--- config.mk ---
export PLATFORM = sky130hd
export DESIGN_NAME = dehaze_frame_sequencer
export DESIGN_NICKNAME = d
export VERILOG_FILES = /design/src/rtl/dehaze_frame_sequencer.sv
export SDC_FILE = /design/constraint.sdc
export NUM_CORES = 1
export LEC_CHECK = 0
export ABC_AREA = 1
export CAP_MARGIN = 20
export CORE_MARGIN = 3
export CORE_UTILIZATION = 55
export CTS_CLUSTER_DIAMETER = 200
export DETAILED_ROUTE_END_ITERATION = 8
export HOLD_SLACK_MARGIN = 0.05
export MAX_ROUTING_LAYER = met4
export PLACE_DENSITY_LB_ADDON = 0.3
export REMOVE_ABC_BUFFERS = 1
export SETUP_SLACK_MARGIN = 0.1
export SKIP_LAST_GASP = 1
export SYNTH_ARGS = -nofsm -noshare
export SYNTH_HDL_FRONTEND = slang
export SYNTH_SLANG_ARGS = --single-unit
--- constraint.sdc ---
create_clock -name clk -period 5.75 [get_ports clk]
set_input_delay 1.15 -clock clk [delete_from_list [all_inputs] [get_ports clk]]
set_output_delay 1.15 -clock clk [all_outputs]
set_load 0.01 [all_outputs]
--- src/rtl/dehaze_frame_sequencer.sv ---
// Frame sequencer for the dehazing datapath: two raster scans per frame (estimation, restoration),
// with latency-matched valid / line / frame flags on the restored-pixel stream.
module dehaze_frame_sequencer #(
  parameter int IMG_W    = 640,
  parameter int IMG_H    = 480,
  parameter int ADDR_W   = 19,
  parameter int MEM_LAT  = 1,
  parameter int PIPE_LAT = 8
) (
  input  logic              clk,
  input  logic              rst,
  input  logic              start,
  input  logic              stall,
  input  logic              galc_rdy,
  output logic [ADDR_W-1:0] addr,
  output logic              rd_en,
  output logic              pass,
  output logic              galc_rd,
  output logic              out_valid,
  output logic              sol,
  output logic              eol,
  output logic              eof,
  output logic              busy,
  output logic              done
);

  localparam int LAT   = MEM_LAT + PIPE_LAT;
  localparam int COL_W = (IMG_W > 1) ? $clog2(IMG_W) : 1;
  localparam int ROW_W = (IMG_H > 1) ? $clog2(IMG_H) : 1;

  typedef enum logic [2:0] {IDLE, EST, WAIT_A, RESTORE, DRAIN, DONE} state_t;

  state_t            state_q, state_d;
  logic [COL_W-1:0]  col_q, col_d;
  logic [ROW_W-1:0]  row_q, row_d;
  logic [ADDR_W-1:0] addr_q, addr_d;
  logic              pass_q, pass_d;
  logic [LAT-1:0]    vld_q, vld_d;
  logic [LAT-1:0]    sol_q, sol_d;
  logic [LAT-1:0]    eol_q, eol_d;
  logic [LAT-1:0]    eof_q, eof_d;

  logic scan, issue, col_last, last_pix, feed;

  always_ff @(posedge clk or posedge rst) begin
    if (rst) state_q <= IDLE;
    else     state_q <= state_d;
  end

  always_ff @(posedge clk or posedge rst) begin
    if (rst) begin
      col_q  <= '0;
      row_q  <= '0;
      addr_q <= '0;
      pass_q <= 1'b0;
      vld_q  <= '0;
      sol_q  <= '0;
      eol_q  <= '0;
      eof_q  <= '0;
    end else begin
      col_q  <= col_d;
      row_q  <= row_d;
      addr_q <= addr_d;
      pass_q <= pass_d;
      vld_q  <= vld_d;
      sol_q  <= sol_d;
      eol_q  <= eol_d;
      eof_q  <= eof_d;
    end
  end

  always_comb begin
    scan     = (state_q == EST) || (state_q == RESTORE);
    issue    = scan && !stall;
    col_last = (col_q == COL_W'(IMG_W - 1));
    last_pix = col_last && (row_q == ROW_W'(IMG_H - 1));
    feed     = issue && pass_q;
  end

  // Datapath: scan counters, pass flag and latency-matched flag shifters.
  always_comb begin
    col_d  = col_q;
    row_d  = row_q;
    addr_d = addr_q;
    pass_d = pass_q;
    if ((state_q == IDLE && start) || (state_q == WAIT_A && galc_rdy)) begin
      col_d  = '0;
      row_d  = '0;
      addr_d = '0;
    end else if (issue) begin
      if (last_pix) begin
        col_d  = '0;
        row_d  = '0;
        addr_d = '0;
      end else begin
        addr_d = addr_q + 1'b1;
        if (col_last) begin
          col_d = '0;
          row_d = row_q + 1'b1;
        end else begin
          col_d = col_q + 1'b1;
        end
      end
    end
    if (state_q == WAIT_A && galc_rdy) pass_d = 1'b1;
    else if (state_q == DONE)          pass_d = 1'b0;
    // The flag shifters run every cycle regardless of stall so output timing tracks issue time.
    vld_d = (vld_q << 1) | LAT'(feed);
    sol_d = (sol_q << 1) | LAT'(feed && (col_q == '0));
    eol_d = (eol_q << 1) | LAT'(feed && col_last);
    eof_d = (eof_q << 1) | LAT'(feed && last_pix);
  end

  always_comb begin
    state_d = state_q;
    case (state_q)
      IDLE:    if (start)              state_d = EST;
      EST:     if (issue && last_pix)  state_d = WAIT_A;
      WAIT_A:  if (galc_rdy)           state_d = RESTORE;
      RESTORE: if (issue && last_pix)  state_d = DRAIN;
      // Looking at the next shifter value lets DONE follow the final out_valid by one cycle.
      DRAIN:   if (vld_d == '0)        state_d = DONE;
      DONE:                            state_d = IDLE;
      default:                         state_d = IDLE;
    endcase
  end

  always_comb begin
    rd_en     = issue;
    addr      = addr_q;
    pass      = pass_q;
    galc_rd   = (state_q == WAIT_A) && galc_rdy;
    out_valid = vld_q[LAT-1];
    sol       = sol_q[LAT-1];
    eol       = eol_q[LAT-1];
    eof       = eof_q[LAT-1];
    busy      = (state_q != IDLE);
    done      = (state_q == DONE);
  end

endmodule

Word level (Yosys, flattened, before mapping)
Index checks and enable logic that the tools add are counted.

storage, ports and cells
  bits in registers = 78
  input bits = 5
  output and inout bits = 28
  logic and storage cells = 68

cells by class
  $add $sub $neg = 3
  eq/ne operators = 12
  muxes and demuxes = 19
  bitwise logic cells = 4
  reductions and logical operators = 21

operators by type and width
  kind                                                    number
  2-to-1 mux 19 bit                                       3
  2-to-1 mux 10 bit                                       4
  2-to-1 mux 9 bit                                        4
  bitwise OR 9 x 1 -> 9 bit                               4
  adder 19 x 1 -> 19 bit (second input constant)          1
  2-to-1 mux 3 bit                                        5
  case mux 3 bit (5 select lines)                         1
  adder 10 x 1 -> 10 bit (second input constant)          1
  == test 10 bit (second input constant)                  1
  zero test 10 bit                                        1
  adder 9 x 1 -> 9 bit (second input constant)            1
  == test 9 bit (second input constant)                   1
  logical AND 1 bit                                       9
  zero test 9 bit                                         1
  == test 3 x 2 -> 1 bit (second input constant)          2
  == test 3 bit (second input constant)                   2
  inequality test 2 bit (second input constant)           3
  nonzero test 3 bit                                      2
  AND reduction 5 bit                                     1
  inequality test 2 x 1 -> 1 bit (second input constant)  2
  nonzero test 2 bit                                      2
  == test 3 x 1 -> 1 bit (second input constant)          1
  zero test 3 bit                                         1
  logical OR 1 bit                                        2
  3 further kinds                                         4

Logic depth before layout (Yosys ltp)
  depth after elaboration = 8
  depth in mapped cells = 10
  depth with buffers taken out = 10

Worst setup path before layout
OpenSTA, ideal clock, no wires.

  path type = input port to output port
  start = in stall
  end = out rd_en
  arrival time = 1.517 ns
  required time = 4.600 ns
  slack = 3.083 ns
  stages on the path = 3
  path buffers = 0
  cell sequence = inv_1 nand2_1 inv_1

between the ends
  word-level cells in the longest chain between the ends = 2

RTL lines
  what                RTL line  text
  start: declaration  13        input logic stall,
  zero test 1 bit     74        issue = scan && !stall;
  logical AND 1 bit   74
  end: declaration    16        output logic rd_en,

No other way between the ends.

Worst setup path in the final report
Ends and elaborated chain as after synthesis.

==> reports/metrics.csv <==
metric,value,unit
vias in the first global route,2689,
Cells after DPL,500,
TritonRoute pass-1 iters,4,
FF-to-FF Start,state_q[0],
RSZ-0062 raised after global routing,no,
Layout Skew,0.0120,ns
Routed WL,6.89,mm
Die Wd,86.8,um
insertion delay to the later sink of the worst-skew pair,0.36,ns
fin area,4150,um^2
Tightest Pin Transition,0.841,ns
"Gates resized, CTS repair",0,
DR iter-0 viols,174,
Final Max Tran Viols,0,
Setup crit end kind,output pin,
Final min period,3.66,ns
Final setup violation count,0,
fillers,487,
Yosys reg bits,78,
GRT Overall Usage,21.0,%
"area leader, netlist",dfrtp_1,
Mapped Cells,398,
met2 routed WL,3.24,mm
HP Start,eol_q[1],
startpoint types,primary input,
clk root buf,clkbuf_8,
Sum Neg Setup Slack,0,ns
Crit path largest cell delay,0.56,ns
number of max-cap violations,0,
Avg WL per Cell,13.4,um
dominant cells by area after synthesis,"dfrtp_1 (54%), nand2_1 (8.4%), nor2_1 (5.2%)",
initial antenna violation count,0,
crit share post-route,63.7,%
H-tree Lvls,3,
Final #Nets,445,
leakage,0.00200,uW
Power Density,414,nW/um^2
worst path arrival time,2.51,ns
worst setup margin,2.09,ns
Main synth FF type,dfrtp_1,
Hold Buf Count CTS,0,
layout cells sized above 1,12.0,%
global-route wire length before repair,11.9,mm
post-CTS setup buffer count,0,
"FFs w/ async S/R, synth",100,%
worst-path maximum fanout,6,
uppermost routed layer,met4,
Worst Path Required,4.60,ns
met1 wire length,3.21,mm
Vias/cell,5.31,
Rel. slew slack,44.0,%
GRT overflow,0,
DRC viols,0,
Yosys warning count,0,
DP Worst Slack,2.09,ns
fin cells,516,
num ports,33,
worst setup path startpoint,stall,
die height,86.8,um
row cnt,28,
sequential share of the synthesized area,54.3,%
Final ANT Viol Nets,0,
CTS Buf Count,9,
HPWL after detailed placement,4.67,mm
critical path's slowest cell,clkdlybuf4s50_1,
Routability Congestion,0.889,
worst setup path class,primary input to output pin,
largest net degree at the start of global routing,71,
Hold WC Path Type,flip-flop to flip-flop,
via count,2738,
clock-pin transition on the worst setup and hold timing paths,0.09,ns
CTS tree,done,
core area,6130,um^2
clock sink count,78,
CP cell instances,clkdlybuf4s50_1 -> inv_1 -> nand2_1 -> inv_1 -> clkdlybuf4s50_1,
Placed Area,3940,um^2
Synth top area share,54.3,%
"Distinct cells, synth",36,
CTS Buffer Depth,2,
initial core utilization,58.6,%
die footprint,7540,um^2
Peak Freq,273,MHz
post-route core utilization,67.7,%
worst vdd ir,0.320,mV
Post-Syn Area,3590,um^2
Synth-to-Final Area Change,15.5,%
Diodes inserted,0,
routed wl met3,314,um
syn avg cell area,9.03,um^2
"Hold Vio Cnt, Final",0,
status,finished clean,
Post-synth EDFFs,0,
IO Port Bufs,32,
-- cell usage after synthesis (2+ instances only) --
cell	n
nand2_1	80
dfrtp_1	78
nor2_1	50
inv_1	45
nand3_1	36
o21ai_0	12
nor3_1	10
a21oi_1	9
nand4_1	8
nor3_2	7
a21oi_2	6
xor2_1	6
and3_1	5
nand2_2	5
buf_6	4
ha_1	4
nand3_2	4
nor2_2	4
inv_2	3
nand3b_1	2
o21ai_1	2
o21bai_1	2
o22ai_1	2
or2_2	2
-- final timing paths --
check / end / slack [ns] / cells past startpoint
worst max-delay path: rd_en / 2.09 / 5
worst min-delay path: eol_q[2] / 0.35 / 0
worst max register to register: row_q[8] / 3.55 / 7
worst min register to register: eol_q[2] / 0.35 / 0
max in group asynchronous: addr[13] / 3.68 / 3
min in group asynchronous: sol_q[8] / 0.99 / 2
-- stage by stage --
stage	power, uW	hold slack, ns
global route	1840	0.358
CTS	1730	0.350
finish	1720	0.346
detailed placement	1290	0.335
floorplan	1100	0.331
global placement	1270	0.332
-- cells in the final DEF, fill, tap and decap left out, drive strengths merged --
cell / synthesis / final
a31oi: 1 / 1
clkdlybuf4s50: 0 / 32
o22ai: 2 / 2
o21ai: 16 / 16
nor2: 55 / 55
a211oi: 1 / 1
nor4: 1 / 1
and3: 5 / 5
nand4: 8 / 8
dfrtp: 78 / 78
and2: 1 / 1
buf: 6 / 1
xnor2: 1 / 1
nand3: 41 / 41
bufinv: 0 / 1
clkbuf: 0 / 9
a21oi: 15 / 15
nor3: 17 / 17
xor2: 6 / 6
o31ai: 1 / 1
nand2: 85 / 85
or2: 2 / 2
o21bai: 2 / 2
ha: 4 / 4
inv: 48 / 53
clkinv: 0 / 1
nand3b: 2 / 2
-- layout make-up --
type	count	area, um^2	share of cell area [%]
timing repair buffer	33	328	7.90
tap	75	93.8	2.26
sequential	78	1950	47.0
clock inverter	7	85.1	2.05
multi-input combinational	266	1390	33.4
clock buffer	9	124	2.98
inverter	48	180	4.34
-- worst max-delay path: cells and delay by family --
kind	cells	cell delay [ns]
AND/OR/NAND/NOR	1	0.13
buffers and inverters	4	1.22
-- registers in the layout (all words and copies together) (netlist names) --
name and cells:
addr 19, state_q 3, col_q 10, vld_q 9, eof_q 9, eol_q 9
pass 1, row_q 9, sol_q 9
-- routing by layer --
metal,global-route usage [%],vias up
met3,5.99,15
li1,-,1362
met2,32.5,63
met4,7.65,0
met5,-,-
met1,26.4,1298
-- power by group --
| group | switching, uW | internal [uW] | total [uW] |
|---|---|---|---|
| Clock | 227 | 211 | 438 |
| Combinational | 290 | 202 | 492 |
| Sequential | 119 | 672 | 790 |
| Total | 635 | 1080 | 1720 |
-- cell families (layout without fill, tap and decap cells) --
| group | after synthesis | count (layout) | synth area share [%] |
|---|---|---|---|
| and+or+nand+nor | 217 | 217 | 28.8 |
| adders and majority gates | 4 | 4 | 1.39 |
| buffers and inverters | 54 | 97 | 7.04 |
| AOI/OAI and AO/OA | 38 | 38 | 6.72 |
| xor gates and xnor gates | 7 | 7 | 1.71 |
| DFF | 78 | 78 | 54.3 |
(Power assumes the default switching activity.)
